==> config.mk <==
export PLATFORM = sky130hd
export DESIGN_NAME = regfile_scan_ctrl
export DESIGN_NICKNAME = d
export VERILOG_FILES = /design/src/rtl/regfile_scan_ctrl.sv
export SDC_FILE = /design/constraint.sdc
export NUM_CORES = 1
export LEC_CHECK = 0
export ABC_CLOCK_PERIOD_IN_PS = 4950
export CORE_UTILIZATION = 45
export DETAILED_ROUTE_END_ITERATION = 6
export PLACE_DENSITY_LB_ADDON = 0.2
export RECOVER_POWER = 100
export SYNTH_ARGS = -nofsm -noshare
export SYNTH_HDL_FRONTEND = slang
export SYNTH_SLANG_ARGS = --single-unit
==> constraint.sdc <==
create_clock -name Clk -period 4.95 [get_ports Clk]
set_input_delay 0.7425 -clock Clk [delete_from_list [all_inputs] [get_ports Clk]]
set_output_delay 0.7425 -clock Clk [all_outputs]
set_load 0.1 [all_outputs]
==> src/rtl/regfile_scan_ctrl.sv <==
// Register-file scan controller: reads every register in address order, folds the data into
// max/min/sum/XOR accumulators, then writes the selected reduction back to a chosen register.
module regfile_scan_ctrl #(
  parameter int DATA_W = 8,
  parameter int ADDR_W = 4,
  parameter int DEPTH  = 16
) (
  input  logic                     Clk,
  input  logic                     Rst,
  input  logic                     Start,
  input  logic [1:0]               Mode,
  input  logic [ADDR_W-1:0]        Dest_Addr,
  output logic [ADDR_W-1:0]        R_Addr,
  output logic                     R_en,
  input  logic [DATA_W-1:0]        R_Data,
  output logic [ADDR_W-1:0]        W_Addr,
  output logic                     W_en,
  output logic [DATA_W-1:0]        W_Data,
  output logic                     Busy,
  output logic                     Done,
  output logic [DATA_W-1:0]        Result,
  output logic [DATA_W+ADDR_W-1:0] Sum
);

  localparam int                SUM_W    = DATA_W + ADDR_W;
  localparam logic [ADDR_W-1:0] LAST_IDX = ADDR_W'(DEPTH - 1);

  typedef enum logic [1:0] {
    ST_IDLE  = 2'd0,
    ST_READ  = 2'd1,
    ST_WRITE = 2'd2,
    ST_DONE  = 2'd3
  } state_t;

  state_t              state_r;
  logic [ADDR_W-1:0]   idx_r;
  logic [1:0]          mode_r;
  logic [ADDR_W-1:0]   dest_r;
  logic [DATA_W-1:0]   acc_max_r;
  logic [DATA_W-1:0]   acc_min_r;
  logic [SUM_W-1:0]    acc_sum_r;
  logic [DATA_W-1:0]   acc_xor_r;
  logic                r_en_r;
  logic [ADDR_W-1:0]   w_addr_r;
  logic                w_en_r;
  logic [DATA_W-1:0]   w_data_r;
  logic                busy_r;
  logic                done_r;
  logic [DATA_W-1:0]   result_r;
  logic [SUM_W-1:0]    sum_r;

  logic [DATA_W-1:0]   max_nxt_s;
  logic [DATA_W-1:0]   min_nxt_s;
  logic [SUM_W-1:0]    sum_nxt_s;
  logic [DATA_W-1:0]   xor_nxt_s;

  function automatic logic [DATA_W-1:0] select_reduction(
    input logic [1:0]        mode,
    input logic [DATA_W-1:0] mx,
    input logic [DATA_W-1:0] mn,
    input logic [SUM_W-1:0]  sm,
    input logic [DATA_W-1:0] xr
  );
    logic [DATA_W-1:0] sel;
    case (mode)
      2'd0:    sel = mx;
      2'd1:    sel = mn;
      2'd2:    sel = sm[DATA_W-1:0];
      2'd3:    sel = xr;
      default: sel = {DATA_W{1'b0}};
    endcase
    return sel;
  endfunction

  // Accumulator values after folding in the current read word.
  always_comb begin
    max_nxt_s = acc_max_r;
    min_nxt_s = acc_min_r;
    if (R_Data > acc_max_r) begin
      max_nxt_s = R_Data;
    end else begin
      max_nxt_s = acc_max_r;
    end
    if (R_Data < acc_min_r) begin
      min_nxt_s = R_Data;
    end else begin
      min_nxt_s = acc_min_r;
    end
    sum_nxt_s = acc_sum_r + SUM_W'(R_Data);
    xor_nxt_s = acc_xor_r ^ R_Data;
  end

  // Scan FSM with all outputs registered.
  always_ff @(posedge Clk) begin
    if (Rst) begin
      state_r   <= ST_IDLE;
      idx_r     <= {ADDR_W{1'b0}};
      mode_r    <= 2'd0;
      dest_r    <= {ADDR_W{1'b0}};
      acc_max_r <= {DATA_W{1'b0}};
      acc_min_r <= {DATA_W{1'b0}};
      acc_sum_r <= {SUM_W{1'b0}};
      acc_xor_r <= {DATA_W{1'b0}};
      r_en_r    <= 1'b0;
      w_addr_r  <= {ADDR_W{1'b0}};
      w_en_r    <= 1'b0;
      w_data_r  <= {DATA_W{1'b0}};
      busy_r    <= 1'b0;
      done_r    <= 1'b0;
      result_r  <= {DATA_W{1'b0}};
      sum_r     <= {SUM_W{1'b0}};
    end else begin
      case (state_r)
        ST_IDLE: begin
          done_r <= 1'b0;
          if (Start) begin
            mode_r    <= Mode;
            dest_r    <= Dest_Addr;
            idx_r     <= {ADDR_W{1'b0}};
            acc_max_r <= {DATA_W{1'b0}};
            acc_min_r <= {DATA_W{1'b1}};
            acc_sum_r <= {SUM_W{1'b0}};
            acc_xor_r <= {DATA_W{1'b0}};
            r_en_r    <= 1'b1;
            busy_r    <= 1'b1;
            state_r   <= ST_READ;
          end else begin
            state_r <= ST_IDLE;
          end
        end
        ST_READ: begin
          acc_max_r <= max_nxt_s;
          acc_min_r <= min_nxt_s;
          acc_sum_r <= sum_nxt_s;
          acc_xor_r <= xor_nxt_s;
          if (idx_r == LAST_IDX) begin
            // Write data is taken from the post-fold values so WRITE needs no extra cycle.
            idx_r    <= {ADDR_W{1'b0}};
            r_en_r   <= 1'b0;
            w_en_r   <= 1'b1;
            w_addr_r <= dest_r;
            w_data_r <= select_reduction(mode_r, max_nxt_s, min_nxt_s, sum_nxt_s, xor_nxt_s);
            state_r  <= ST_WRITE;
          end else begin
            idx_r <= idx_r + {{(ADDR_W-1){1'b0}}, 1'b1};
          end
        end
        ST_WRITE: begin
          w_en_r   <= 1'b0;
          w_addr_r <= {ADDR_W{1'b0}};
          w_data_r <= {DATA_W{1'b0}};
          result_r <= w_data_r;
          sum_r    <= acc_sum_r;
          done_r   <= 1'b1;
          state_r  <= ST_DONE;
        end
        ST_DONE: begin
          done_r  <= 1'b0;
          busy_r  <= 1'b0;
          state_r <= ST_IDLE;
        end
        default: begin
          r_en_r  <= 1'b0;
          w_en_r  <= 1'b0;
          busy_r  <= 1'b0;
          done_r  <= 1'b0;
          state_r <= ST_IDLE;
        end
      endcase
    end
  end

  // A reset arriving during WRITE must block the register-file write at that same edge.
  assign W_en   = w_en_r & ~Rst;
  assign R_Addr = idx_r;
  assign R_en   = r_en_r;
  assign W_Addr = w_addr_r;
  assign W_Data = w_data_r;
  assign Busy   = busy_r;
  assign Done   = done_r;
  assign Result = result_r;
  assign Sum    = sum_r;

endmodule

==> results.md, run 1 <==
Floorplanning:
- Once the floorplan was initialized, standard cells occupied 47.4% of the core.
- The placeable core region is 9420 um^2.
- The number of I/O pins is 57.
- The die is 102 um wide.
- The floorplan has 35 rows.
- The die outline area is 10300 um^2.
- The die is 102 um tall.

STA:
- The slack of the critical path is 1080 ps.
- The number of max-slew violations in the final report is 29.
- The final setup TNS is 0 ps.
- The largest clock skew in the final design is 16.0 ps.
- The slew at the pin closest to its max-slew limit is 1900 ps.
- In this run the tightest slew margin relative to its limit is -26.4%.
- The final critical path takes up 78.3% of the cycle.
- The number of endpoints with negative hold slack in the final report is 0.
- Setup repair after global routing left no endpoint under its margin.
- The final critical delay including setup and external delays is 3870 ps.
- The number of setup violations in the final report is 0.
- Timing would allow up to 258 MHz.

Logic synthesis:
- Yosys mapped the design onto 51 distinct sky130hd cell types.
- The number of flops mapped to enable cells by yosys is 0.
- After technology mapping, the gate count stands at 531.
- The predominant post-synthesis flop cell is sky130_fd_sc_hd__dfxtp_1.
- By area the synthesized netlist is led by sky130_fd_sc_hd__dfxtp_1 (38%), sky130_fd_sc_hd__ha_1 (8.1%), sky130_fd_sc_hd__mux2i_1 (6.9%), sky130_fd_sc_hd__nor2_1 (6.3%), sky130_fd_sc_hd__nand2_1 (4.3%).
- The post-synthesis sequential area ratio is 37.7%.
- Counting flops and latches in the post-synthesis netlist gives 84.
- A synthesized cell averages 8.41 um^2.
- The library cell with the largest summed area after synthesis is sky130_fd_sc_hd__dfxtp_1.
- The number of warning messages in the yosys log is 0.
- The net count after synthesis is 578.
- The top-area cell type share of the netlist area is 37.7%.
- The netlist area before placement is 4470 um^2.
- The share of async-settable or async-resettable flops after synthesis is 0%.

Detailed routing:
- Summing over every cut layer, the via total after detailed routing is 4003.
- Wire segments on met3 add up to 739 um in the final route.
- The met1 wire length is 5.01 mm.
- The number of nets with antenna violations after detailed routing is 0.
- The total DRC errors in the routed layout is 0.
- The detailed router used layers up to and including met4.
- The routed length per placed instance is 16.0 um.
- The number of detailed-routing iterations run before antenna repair is 5.
- The post-detailed-routing wire length is 11.3 mm.
- The via-per-instance ratio is 5.68.
- Detailed routing placed a total of 5.26 mm of wire on met2.
- After the first detailed-routing iteration, the DRC count stood at 220.

Outcome:
- The run finished, with violations left.
- The final reports fail on max-capacitance violations, max-slew violations.

Clock tree:
- The post-CTS setup repair buffer count is 0.
- Clock-pin slew was measured on the worst setup and hold paths at 100 ps.
- In this run, post-CTS hold repair placed 0 buffers.
- The library cell used as clock root buffer is sky130_fd_sc_hd__clkbuf_8.
- The clock net in this run drives a total of 84 sinks.
- The maximum root-to-sink buffer count is 2.
- The post-cts gate resize count is 0.
- The clock latency on the worst-skew pair is 370 ps.
- Counting the buffers created by CTS gives 9.
- The CTS tree is built.
- The number of levels in the clock H-tree is 3.

Pwr:
- Dividing total power by cell area gives a power density of 464 nW/um^2.
- The share of power burned in combinational logic is 42.6%.
- Of the total power, registers draw 35.4%.
- The power after layout is 2.45 mW.
- VDD sags by at most 0.393 mV.
- The clock network power share is 22.0%.
- The leakage power is 2.17 nW.
- The switching part of the total is 42.0%.
- The switching component of the power is 1.03 mW.
- The internal power of the cells totals 1.42 mW.

GRT:
- In the global route stage, overall resource usage came out at 23.7%.
- The total overflow left after global routing is 0.
- The first global-routing pass estimated 18.9 mm of wire.
- The number of antenna violations at the first check in global routing was 0.
- The pin count of the biggest net entering global routing is 70.
- The number of global-route vias before repair is 3860.

Setup path:
- The critical path startpoint category is an input port.
- For the worst setup path, the data arrival time is 4170 ps.
- STA classifies the critical path endpoint as a register.
- At the worst endpoint, the required time is 5250 ps.
- The worst register-to-register path has a setup slack of 1380 ps.
- The kind of critical path is input port to register.
- Of all nets on the critical path, the largest fanout is 15.

Placement:
- The number of buffers added on ports is 56.
- Summing all placed instances gives a cell area of 5090 um^2.
- The half-perimeter wire length after detailed placement is 7.93 mm.
- Prior to clock tree synthesis, the placed netlist has a worst setup slack of 1240 ps.
- The final weighted congestion in routability-driven placement is 0.896.

Layout:
- Cells fill 55.9% of the core in the end.
- The cell area after layout is 5270 um^2.
- The area growth from synthesis to layout is 18.0%.
- The number of antenna cells inserted is 0.
- The share of layout cells above drive strength 1 is 4.34%.
- The net count of the finished layout is 619.

Worst hold path:
- The worst hold path belongs to the class register to register.

Flow run:
- The tool flagged a number of max-cap violations equal to 1.
[critical path, stage by stage]
cell and delay, ps:
sky130_fd_sc_hd__dlygate4sd3_1 800, sky130_fd_sc_hd__inv_1 180, sky130_fd_sc_hd__ha_1 230, sky130_fd_sc_hd__nor2b_1 100, sky130_fd_sc_hd__o211ai_1 90, sky130_fd_sc_hd__a21o_1 160
sky130_fd_sc_hd__a21oi_1 110, sky130_fd_sc_hd__clkbuf_1 580, sky130_fd_sc_hd__nor3b_1 920, sky130_fd_sc_hd__a22o_1 240
[per-stage QoR]
step / hold WS, ps / instances
floorplan: 432 / 531
global placement: 439 / 690
detailed placement: 446 / 690
CTS: 461 / 705
global route: 477 / 705
finish: 460 / 705
[state kept, by name, indices dropped and copies added, names as in the netlist, 2 cells and up]
| signal | flops |
|---|---|
| Sum | 12 |
| acc_sum_r | 12 |
| Result | 8 |
| W_Data | 8 |
| acc_max_r | 8 |
| acc_min_r | 8 |
| acc_xor_r | 8 |
| R_Addr | 4 |
| W_Addr | 4 |
| dest_r | 4 |
| mode_r | 2 |
| state_r | 2 |
[worst paths after layout]
kind | startpoint | end | cells past startpoint
hold / removal | dest_r[0]$_SDFFE_PP0P_ | dest_r[0]$_SDFFE_PP0P_ | 2
setup reg to reg | state_r[0]$_SDFFE_PP0N_ | W_Data[2]$_SDFFE_PP0P_ | 6
hold reg to reg | dest_r[0]$_SDFFE_PP0P_ | dest_r[0]$_SDFFE_PP0P_ | 2
setup / recovery | R_Data[0] | acc_max_r[2]$_SDFFE_PP0P_ | 10
[layout make-up]
class | instances | area, um^2
Timing Repair Buffer | 63 | 597
Fill cell | 878 | 4150
Multi-Input combinational cell | 387 | 2510
Clock inverter | 6 | 90.1
Tap cell | 129 | 161
Sequential cell | 84 | 1680
Clock buffer | 9 | 124
Inverter | 27 | 101
[routing by layer]
metal,global-route usage (%),vias to the layer above
met2,40.7,133
met1,29.5,1900
met4,7.47,0
met3,5.11,22
li1,-,1948
met5,0,-
[power groups by stage]
stage               Clock (mW)  Combinational (mW)  Sequential (mW)
global route             0.572                1.16            0.882
detailed placement           0                1.05            0.881
CTS                      0.548                1.06            0.866
global placement             0                1.03            0.879
floorplan                    0               0.757            0.944
finish                   0.537                1.04            0.866
[cells in the final DEF (no fill, tap or decap), types with 3 or more instances in the layout]
cell type                         Yosys  routed
sky130_fd_sc_hd__a221oi_1             2       3
sky130_fd_sc_hd__o211ai_1             7       7
sky130_fd_sc_hd__dlygate4sd3_1        0      43
sky130_fd_sc_hd__ha_1                29      29
sky130_fd_sc_hd__o21ai_0             29      29
sky130_fd_sc_hd__nor4_1               4       5
sky130_fd_sc_hd__a32o_1               7       7
sky130_fd_sc_hd__nand2_1             51      51
sky130_fd_sc_hd__clkbuf_1            25       3
sky130_fd_sc_hd__clkdlybuf4s50_1      0      12
sky130_fd_sc_hd__a21oi_1             37      37
sky130_fd_sc_hd__xor2_1              11      11
sky130_fd_sc_hd__a22oi_1              9       9
sky130_fd_sc_hd__or3_1               10      10
sky130_fd_sc_hd__nor2_1              75      75
sky130_fd_sc_hd__nand4_1              5       5
sky130_fd_sc_hd__xnor2_1              6       6
sky130_fd_sc_hd__a22o_1               8       8
sky130_fd_sc_hd__dfxtp_1             84      84
sky130_fd_sc_hd__nand3_1              6       6
sky130_fd_sc_hd__inv_1               27      27
sky130_fd_sc_hd__clkbuf_8             0       9
sky130_fd_sc_hd__o21a_1               3       3
sky130_fd_sc_hd__a21o_1               6       6
sky130_fd_sc_hd__a31oi_1              9       9
sky130_fd_sc_hd__buf_4                0       4
sky130_fd_sc_hd__nor2b_1              5       5
sky130_fd_sc_hd__nor3b_1              4       5
sky130_fd_sc_hd__nor3_1               3       3
sky130_fd_sc_hd__mux2i_1             31      31
[cells by family (layout without fill, tap and decap cells)]
family | Yosys count | in the layout | share of synthesized area (%)
mux | 31 | 31 | 6.95
fa+ha+maj | 30 | 30 | 8.57
compound gates | 129 | 129 | 18.8
buf+inv | 60 | 105 | 5.55
xor+xnor | 17 | 17 | 3.33
flops | 84 | 84 | 37.7
simple gates | 180 | 180 | 19.1
[synthesized netlist by cell type (9+ instances only)]
master                     instances
sky130_fd_sc_hd__dfxtp_1          84
sky130_fd_sc_hd__nand2_1          51
sky130_fd_sc_hd__ha_1             29
sky130_fd_sc_hd__a22oi_1           9
sky130_fd_sc_hd__or3_1            10
sky130_fd_sc_hd__a21oi_1          37
sky130_fd_sc_hd__a31oi_1           9
sky130_fd_sc_hd__xor2_1           11
sky130_fd_sc_hd__clkbuf_1         25
sky130_fd_sc_hd__inv_1            27
sky130_fd_sc_hd__nor2_1           75
sky130_fd_sc_hd__mux2i_1          31
sky130_fd_sc_hd__o21ai_0          29
Note: power is estimated with default switching activity, not from simulation.
==> run 2, diff against run 1 <==
ABC_CLOCK_PERIOD_IN_PS = 3900   (was 4950)
clock period = 3.9 ns   (was 4.95 ns; I/O delays follow)
==> run 2 against run 1 <==
Net effect:
- the run still ends with max-capacitance violations, max-slew violations left
- clock power increased by 6.5%
- setup slack lost 490 ps
- final cell count is 1.3% higher
- register-to-register slack lost 350 ps
- combinational power rose by 30%
- hold slack got worse by 2.9 ps
- sequential cell count unchanged
- critical endpoint is now acc_min_r[0]$_SDFFE_PP0P_
- highest routed layer unchanged
==> results.md, run 2 (synthesis gave the netlist of run 1 again) <==
Outcome:
- The run finished, with violations left.
- The final reports fail on max-capacitance violations, max-slew violations.

Clock tree:
- The clock-pin slew on the worst setup and hold paths is 90 ps (about the same).
- TritonCTS built the clock tree.
- The total number of clock tree sinks is 84 (unchanged).
- The number of levels in the clock H-tree came to 3 (unchanged).
- The post-CTS setup repair buffer count is 0 (unchanged).
- The clock latency on the worst-skew pair is 360 ps (about the same).
- The hold buffer count at cts is 0 (unchanged).
- The total clock buffers created by CTS is 9 (unchanged).
- The library cell used as clock root buffer is sky130_fd_sc_hd__clkbuf_8.
- The post-cts gate resize count was 0 (unchanged).
- The maximum root-to-sink buffer count is 2 (unchanged).

STA:
- The period utilization is 85.0%.
- The remaining max-slew budget at the tightest pin is -37.2% (-11 points).
- Setup repair after global routing left no endpoint under its margin.
- The number of endpoints with negative hold slack in the final report is 0 (unchanged).
- The final setup TNS is 0 ps (unchanged).
- The number of max-slew violations in the final report is 47 (+62%).
- The slack of the critical path is 587 ps (-490 ps).
- The number of setup violations in the final report is 0 (unchanged).
- The slew at the pin closest to its max-slew limit is 2060 ps (+163 ps).
- The largest clock skew in the final design came to 8.58 ps (-7.37 ps).
- The final critical delay including setup and external delays is 3310 ps.
- The highest achievable clock rate is 302 MHz.

Pwr:
- The internal power consumption was 1.69 mW (+19%).
- The switching part of the total is 44.2% (+2.1 points).
- The switching component of the power is 1.33 mW (+30%).
- The total power per unit cell area came to 571 nW/um^2 (+23%).
- The power after layout was 3.02 mW (+24%).
- The sequential group share of total power is 36.5% (+1.1 points).
- The leakage power is 2.17 nW (+0.29%).
- The maximum VDD drop is 0.604 mV (+54%).
- The share of power burned in combinational logic is 44.6% (+2.0 points).
- The clock network power share was 18.9% (-3.1 points).

Layout:
- The area of the multi-input gates is 2520 um^2 (+0.25%).
- The number of fill cells was 904 (+3.0%).
- The non-filler instance count after layout is 714 (+1.3%).
- The sequential cell area is 1680 um^2 (unchanged).
- The final core area utilization came to 56.2% (+0.23 points).
- Leaving out fill and tap cells, the most frequent cells in the layout are sky130_fd_sc_hd__dfxtp_1 (84), sky130_fd_sc_hd__nor2_1 (75), sky130_fd_sc_hd__nand2_1 (51).
- The total number of nets in the final design was 628 (+1.5%).
- The number of antenna cells inserted is 0 (unchanged).
- The share of layout cells above drive strength 1 came to 5.64% (+1.3 points).
- The signed area change from the synthesized netlist to the final layout is 18.4%.
- The commonest non-fill, non-tap cell in the layout is sky130_fd_sc_hd__dfxtp_1.

GRT:
- The number of global-route vias before repair is 3789 (-1.8%).
- The aggregate global-route resource usage is 23.5% (-0.20 points).
- The remaining global-route overflow came to 0 (unchanged).
- The first-pass GRT wire length is 18.6 mm (-1.4%).
- The pin count of the biggest net entering global routing came to 47 (-33%).
- The number of antenna violations at the first check in global routing was 0 (unchanged).

Setup path:
- The required time of the critical path was 4090 ps (-1160 ps).
- The critical path startpoint category is an input port.
- The signal on the critical path passes through dlygate4sd3_1, ha_1, a2111oi_0, or3_1, a31o_1, clkbuf_1, nand3_4, nor2_1, nor4_2.
- The data arrival time of the critical path is 3500 ps (-670 ps).
- The number of cells traversed by the worst register-to-register path is 10 (+4).
- In this run the worst setup path begins at R_Data[1].
- The kind of critical path is input port to register.
- The largest fanout of any net on the critical path is 11 (-4).
- The worst register-to-register path ends at acc_min_r[0]$_SDFFE_PP0P_.
- The origin of the critical flop-to-flop path is acc_min_r[6]$_SDFFE_PP0P_.
- STA classifies the critical path endpoint as a register.
- The reg-to-reg setup timing slack was 1030 ps (-350 ps).
- The longest individual stage delay on the worst path is 710 ps (-210 ps).
- Among all stages on the critical path, the largest delay is contributed by sky130_fd_sc_hd__dlygate4sd3_1.

Detailed routing:
- The overall via count from detail_route was 3912 (-2.3%).
- The number of nets with antenna violations after detailed routing was 0 (unchanged).
- The routed length on met3 is 535 um (-28%).
- The post-detailed-routing wire length came to 11.3 mm (+0.74%).
- The length of routed met2 wiring is 5.28 mm (+0.30%).
- The highest routed metal layer is met4.
- The via-per-instance ratio is 5.48 (-3.5%).
- The met1 wire length is 5.24 mm (+4.8%).
- The number of detailed-routing iterations run before antenna repair is 4 (-1).
- The routed length per placed instance was 15.9 um (-0.53%).
- The iteration-0 DRC count of the detailed router came to 206 (-6.4%).
- The total DRC errors in the routed layout is 0 (unchanged).

Placement:
- The placed instance count is 699 (+1.3%).
- The number of buffers added on ports came to 56 (unchanged).
- The final weighted congestion in routability-driven placement is 0.876 (-2.2%).
- The post-placement setup slack came to 476 ps (-764 ps).
- The half-perimeter wire length after detailed placement is 8.23 mm (+3.8%).

Worst hold path:
- The launch instance of the worst min-delay path is dest_r[2]$_SDFFE_PP0P_.
- The endpoint with the worst hold slack is dest_r[2]$_SDFFE_PP0P_.
- The worst hold path stage count was 2 (unchanged).
- The path class of the lowest-slack min-delay path is register to register.

Floorplanning:
- The floorplan die width is 102 um (unchanged).
- The number of I/O pins is 57 (unchanged).
- The placeable core region was 9420 um^2 (unchanged).
- The vertical die dimension is 102 um (unchanged).
- The starting utilization of the core area is 47.4% (unchanged).
- The die outline area is 10300 um^2 (unchanged).
- The row count is 35 (unchanged).

Flow run:
- The number of violations of the max-capacitance limit was 1 (unchanged).
run 2: cell types whose count changed in the layout (fill, tap and decap cells not counted), moves of 3 or more:
cell                            change
sky130_fd_sc_hd__dlygate4sd3_1      -3
sky130_fd_sc_hd__clkbuf_1           +3
sky130_fd_sc_hd__buf_4              +8
sky130_fd_sc_hd__inv_6              +3
run 2: through the flow:
step	hold WS (ps)	area [um^2]
floorplan	432	4470
global placement	439	5150
detailed placement	446	5150
CTS	459	5330
global route	478	5290
finish	457	5290
run 2: area by class of cell:
cell class                 count  share of cell area [%]
tap                          129                    3.05
inverter                      27                    1.92
sequential                    84                    31.8
clock buffer                   9                    2.34
timing repair buffer          72                    12.3
multi-input combinational    387                    47.6
clock inverter                 6                   0.923
run 2: per-layer routing:
layer  global-route usage (%)  vias to the layer above
met5                        0                        -
met4                     11.0                        0
met3                     3.59                       21
met2                     38.9                       90
met1                     29.9                     1836
li1                         -                     1965
run 2: worst max path at each step:
| stage | depth (start not counted) | to |
|---|---|---|
| floorplan | 3 | W_en |
| global placement | 8 | W_Data[3]$_SDFFE_PP0P_ |
| global route | 9 | acc_min_r[2]$_SDFFE_PP0P_ |
| detailed placement | 8 | acc_min_r[6]$_SDFFE_PP0P_ |
| CTS | 8 | acc_min_r[6]$_SDFFE_PP0P_ |
| finish | 9 | acc_min_r[0]$_SDFFE_PP0P_ |
run 2: worst max-delay path, delay by kind of cell:
family	cells	cell delay, ps
and+or+nand+nor	4	590
AOI/OAI and AO/OA	2	900
adders and majority gates	1	290
buffers and inverters	2	1130
run 2: power groups by stage:
stage | Combinational [mW] | Clock [mW] | Sequential (mW)
after floorplan | 0.961 | 0 | 1.20
after global placement | 1.33 | 0 | 1.11
after detailed placement | 1.37 | 0 | 1.12
after CTS | 1.37 | 0.583 | 1.10
after global routing | 1.49 | 0.619 | 1.12
final | 1.35 | 0.572 | 1.10
==> run 3, diff against run 2 <==
ABC_CLOCK_PERIOD_IN_PS = 2680   (was 3900)
clock period = 2.68 ns   (was 3.9 ns; I/O delays follow)
==> run 3 against run 2 <==
Net effect:
- via count up 6.0%
- clock power rose by 98%
- highest routed layer unchanged
- critical endpoint is now W_Data[6]$_SDFFE_PP0P_
- core utilization up 1.4 points
- final cell count grew 4.6%
- non-clock buffer count rose by 32
- first-iteration DRC count shrank 5.3%
- the run now ends clean
- register-to-register slack got worse by 700 ps
- largest cell class unchanged
- combinational power is 66% higher
- sequential cell count stayed put
==> results.md, run 3 (synthesis gave the netlist of run 1 again) <==
GRT:
- The remaining global-route overflow is 0 (unchanged).
- The number of global-route vias before repair is 3965 (+4.6%).
- The aggregate global-route resource usage is 24.2% (+0.67 points).
- The number of antenna violations at the first check in global routing came to 0 (unchanged).
- The first-pass GRT wire length is 19.1 mm (+2.7%).
- The pin count of the biggest net entering global routing came to 30 (-36%).

Pwr:
- The switching component of the power was 1.99 mW (+49%).
- The leakage power is 2.17 nW (-0.23%).
- The maximum VDD drop is 0.819 mV (+36%).
- The clock network power share was 22.6% (+3.7 points).
- The switching part of the total is 40.1% (-4.1 points).
- The power after layout is 4.97 mW (+64%).
- The share of power burned in combinational logic was 45.1% (+0.5 points).
- The sequential group share of total power is 32.3% (-4.2 points).
- The total power per unit cell area was 916 nW/um^2 (+60%).
- The internal power consumption came to 2.98 mW (+77%).

Floorplanning:
- The starting utilization of the core area was 47.4% (unchanged).
- The placeable core region was 9420 um^2 (unchanged).
- The vertical die dimension is 102 um (unchanged).
- The row count is 35 (unchanged).
- The number of I/O pins came to 57 (unchanged).
- The floorplan die width is 102 um (unchanged).
- The die outline area came to 10300 um^2 (unchanged).

Layout:
- The number of fill cells came to 888 (-1.8%).
- The final core area utilization was 57.6% (+1.4 points).
- The total number of nets in the final design is 660 (+5.1%).
- Leaving out fill and tap cells, the most frequent cells in the layout are sky130_fd_sc_hd__dfxtp_1 (84), sky130_fd_sc_hd__nor2_1 (75), sky130_fd_sc_hd__nand2_1 (51).
- The signed area change from the synthesized netlist to the final layout is 21.5%.
- The area of the multi-input gates was 2560 um^2 (+1.7%).
- The number of antenna cells inserted is 0 (unchanged).
- The cell area after layout came to 5420 um^2 (+2.6%).
- The commonest non-fill, non-tap cell in the layout is sky130_fd_sc_hd__dfxtp_1.
- The sequential cell area is 1680 um^2 (unchanged).
- The share of layout cells above drive strength 1 is 11.8% (+6.2 points).

Detailed routing:
- The via-per-instance ratio is 5.55 (+1.3%).
- The total DRC errors in the routed layout is 0 (unchanged).
- The number of nets with antenna violations after detailed routing is 0 (unchanged).
- The overall via count from detail_route is 4147 (+6.0%).
- The routed length per placed instance was 15.8 um (-0.25%).
- The number of detailed-routing iterations run before antenna repair came to 4 (unchanged).
- The post-detailed-routing wire length was 11.8 mm (+4.4%).
- The iteration-0 DRC count of the detailed router is 195 (-5.3%).

STA:
- The minimum hold slack is 459 ps (+1.51 ps).
- The number of max-slew violations in the final report is 0 (-100%).
- The remaining max-slew budget at the tightest pin is 21.1% (+58 points).
- Timing would allow up to 391 MHz.
- The slew at the pin closest to its max-slew limit is 1190 ps (-870 ps).
- The number of setup violations in the final report is 0 (unchanged).
- Setup repair after global routing left no endpoint under its margin.
- The worst path uses 95.3% of the clock period.
- The largest clock skew in the final design is 7.47 ps (-1.11 ps).
- The final critical delay including setup and external delays is 2550 ps.
- The number of endpoints with negative hold slack in the final report is 0 (unchanged).

Setup path:
- STA classifies the critical path startpoint as an input port.
- The largest fanout of any net on the critical path is 5 (-6).
- The type of element capturing the critical path is a register.
- The data arrival time of the critical path was 2810 ps (-690 ps).
- The required time of the critical path was 2940 ps (-1150 ps).
- The number of cells traversed by the worst register-to-register path was 10 (unchanged).
- The critical path in this run is classified as input port to register.
- The reg-to-reg setup timing slack is 330 ps (-700 ps).

Clock tree:
- The CTS tree is built.
- The clock latency on the worst-skew pair was 360 ps (about the same).
- The cell sitting at the root of the clock tree is a sky130_fd_sc_hd__clkbuf_8.
- The total number of clock tree sinks is 84 (unchanged).
- The maximum root-to-sink buffer count is 2 (unchanged).
- The number of levels in the clock H-tree is 3 (unchanged).
- The hold buffer count at cts is 0 (unchanged).
- The total clock buffers created by CTS was 9 (unchanged).
- The clock-pin slew on the worst setup and hold paths is 90 ps (about the same).

Placement:
- The final weighted congestion in routability-driven placement is 0.937 (+6.9%).
- The half-perimeter wire length after detailed placement is 8.77 mm (+6.6%).
- The number of buffers added on ports is 56 (unchanged).
- The placement-stage cell area came to 5330 um^2 (+3.5%).

Flow run:
- The number of violations of the max-capacitance limit came to 0 (-1).

Outcome:
- The flow ran to the end, and the final reports show no timing, DRC or antenna violations.

Worst hold path:
- The worst hold path stage count is 2 (unchanged).
- The path class of the lowest-slack min-delay path is register to register.
run 3: power groups by stage:
stage                     Clock (mW)  Sequential, mW  Combinational (mW)
after floorplan                    0            1.74                1.40
after global placement             0            1.62                2.19
after detailed placement           0            1.63                2.24
after CTS                       1.15            1.60                2.26
after global routing            1.20            1.63                2.46
final                           1.13            1.60                2.24
run 3: per-stage QoR:
stage	std cells	setup WS [ps]	setup TNS, ps
floorplan	531	151	0
global placement	731	-262	-3350
detailed placement	731	-375	-5350
CTS	747	2.96	0
global route	747	4.82	0
finish	747	125	0
run 3: repair_timing:
action,CTS,global route
resized for setup,0,4
endpoints found under the setup margin,0,7
buffers inserted,0,0
run 3: path summary, 6_finish.rpt:
kind	start	end
max reg2reg	acc_min_r[6]$_SDFFE_PP0P_	W_Data[5]$_SDFFE_PP0P_
min	dest_r[1]$_SDFFE_PP0P_	dest_r[1]$_SDFFE_PP0P_
min reg2reg	dest_r[1]$_SDFFE_PP0P_	dest_r[1]$_SDFFE_PP0P_
max	R_Data[1]	W_Data[6]$_SDFFE_PP0P_
run 3: cell type report:
type                       instances  share of cell area, %
inverter                          27                   1.87
clock inverter                     5                   1.98
multi-input combinational        387                   47.2
timing repair buffer             104                   12.3
clock buffer                      11                   2.61
tap                              129                   2.98
sequential                        84                   31.0
run 3: worst max-delay path: stages:
cell and delay (ps):
sky130_fd_sc_hd__clkdlybuf4s50_1 540, sky130_fd_sc_hd__buf_4 210, sky130_fd_sc_hd__fa_1 450, sky130_fd_sc_hd__a21o_1 220
sky130_fd_sc_hd__a221oi_4 270, sky130_fd_sc_hd__xnor2_1 130, sky130_fd_sc_hd__o31ai_1 190, sky130_fd_sc_hd__o21ai_0 130
sky130_fd_sc_hd__a32o_1 270
run 3: routing by layer:
metal  vias to the layer above  wire (um)  track usage (%)
met3                        28        626             3.93
met5                         -          0                0
met4                         0        373             11.4
met2                       129       5600             41.7
li1                       2032          -                -
met1                      1958       5240             29.2
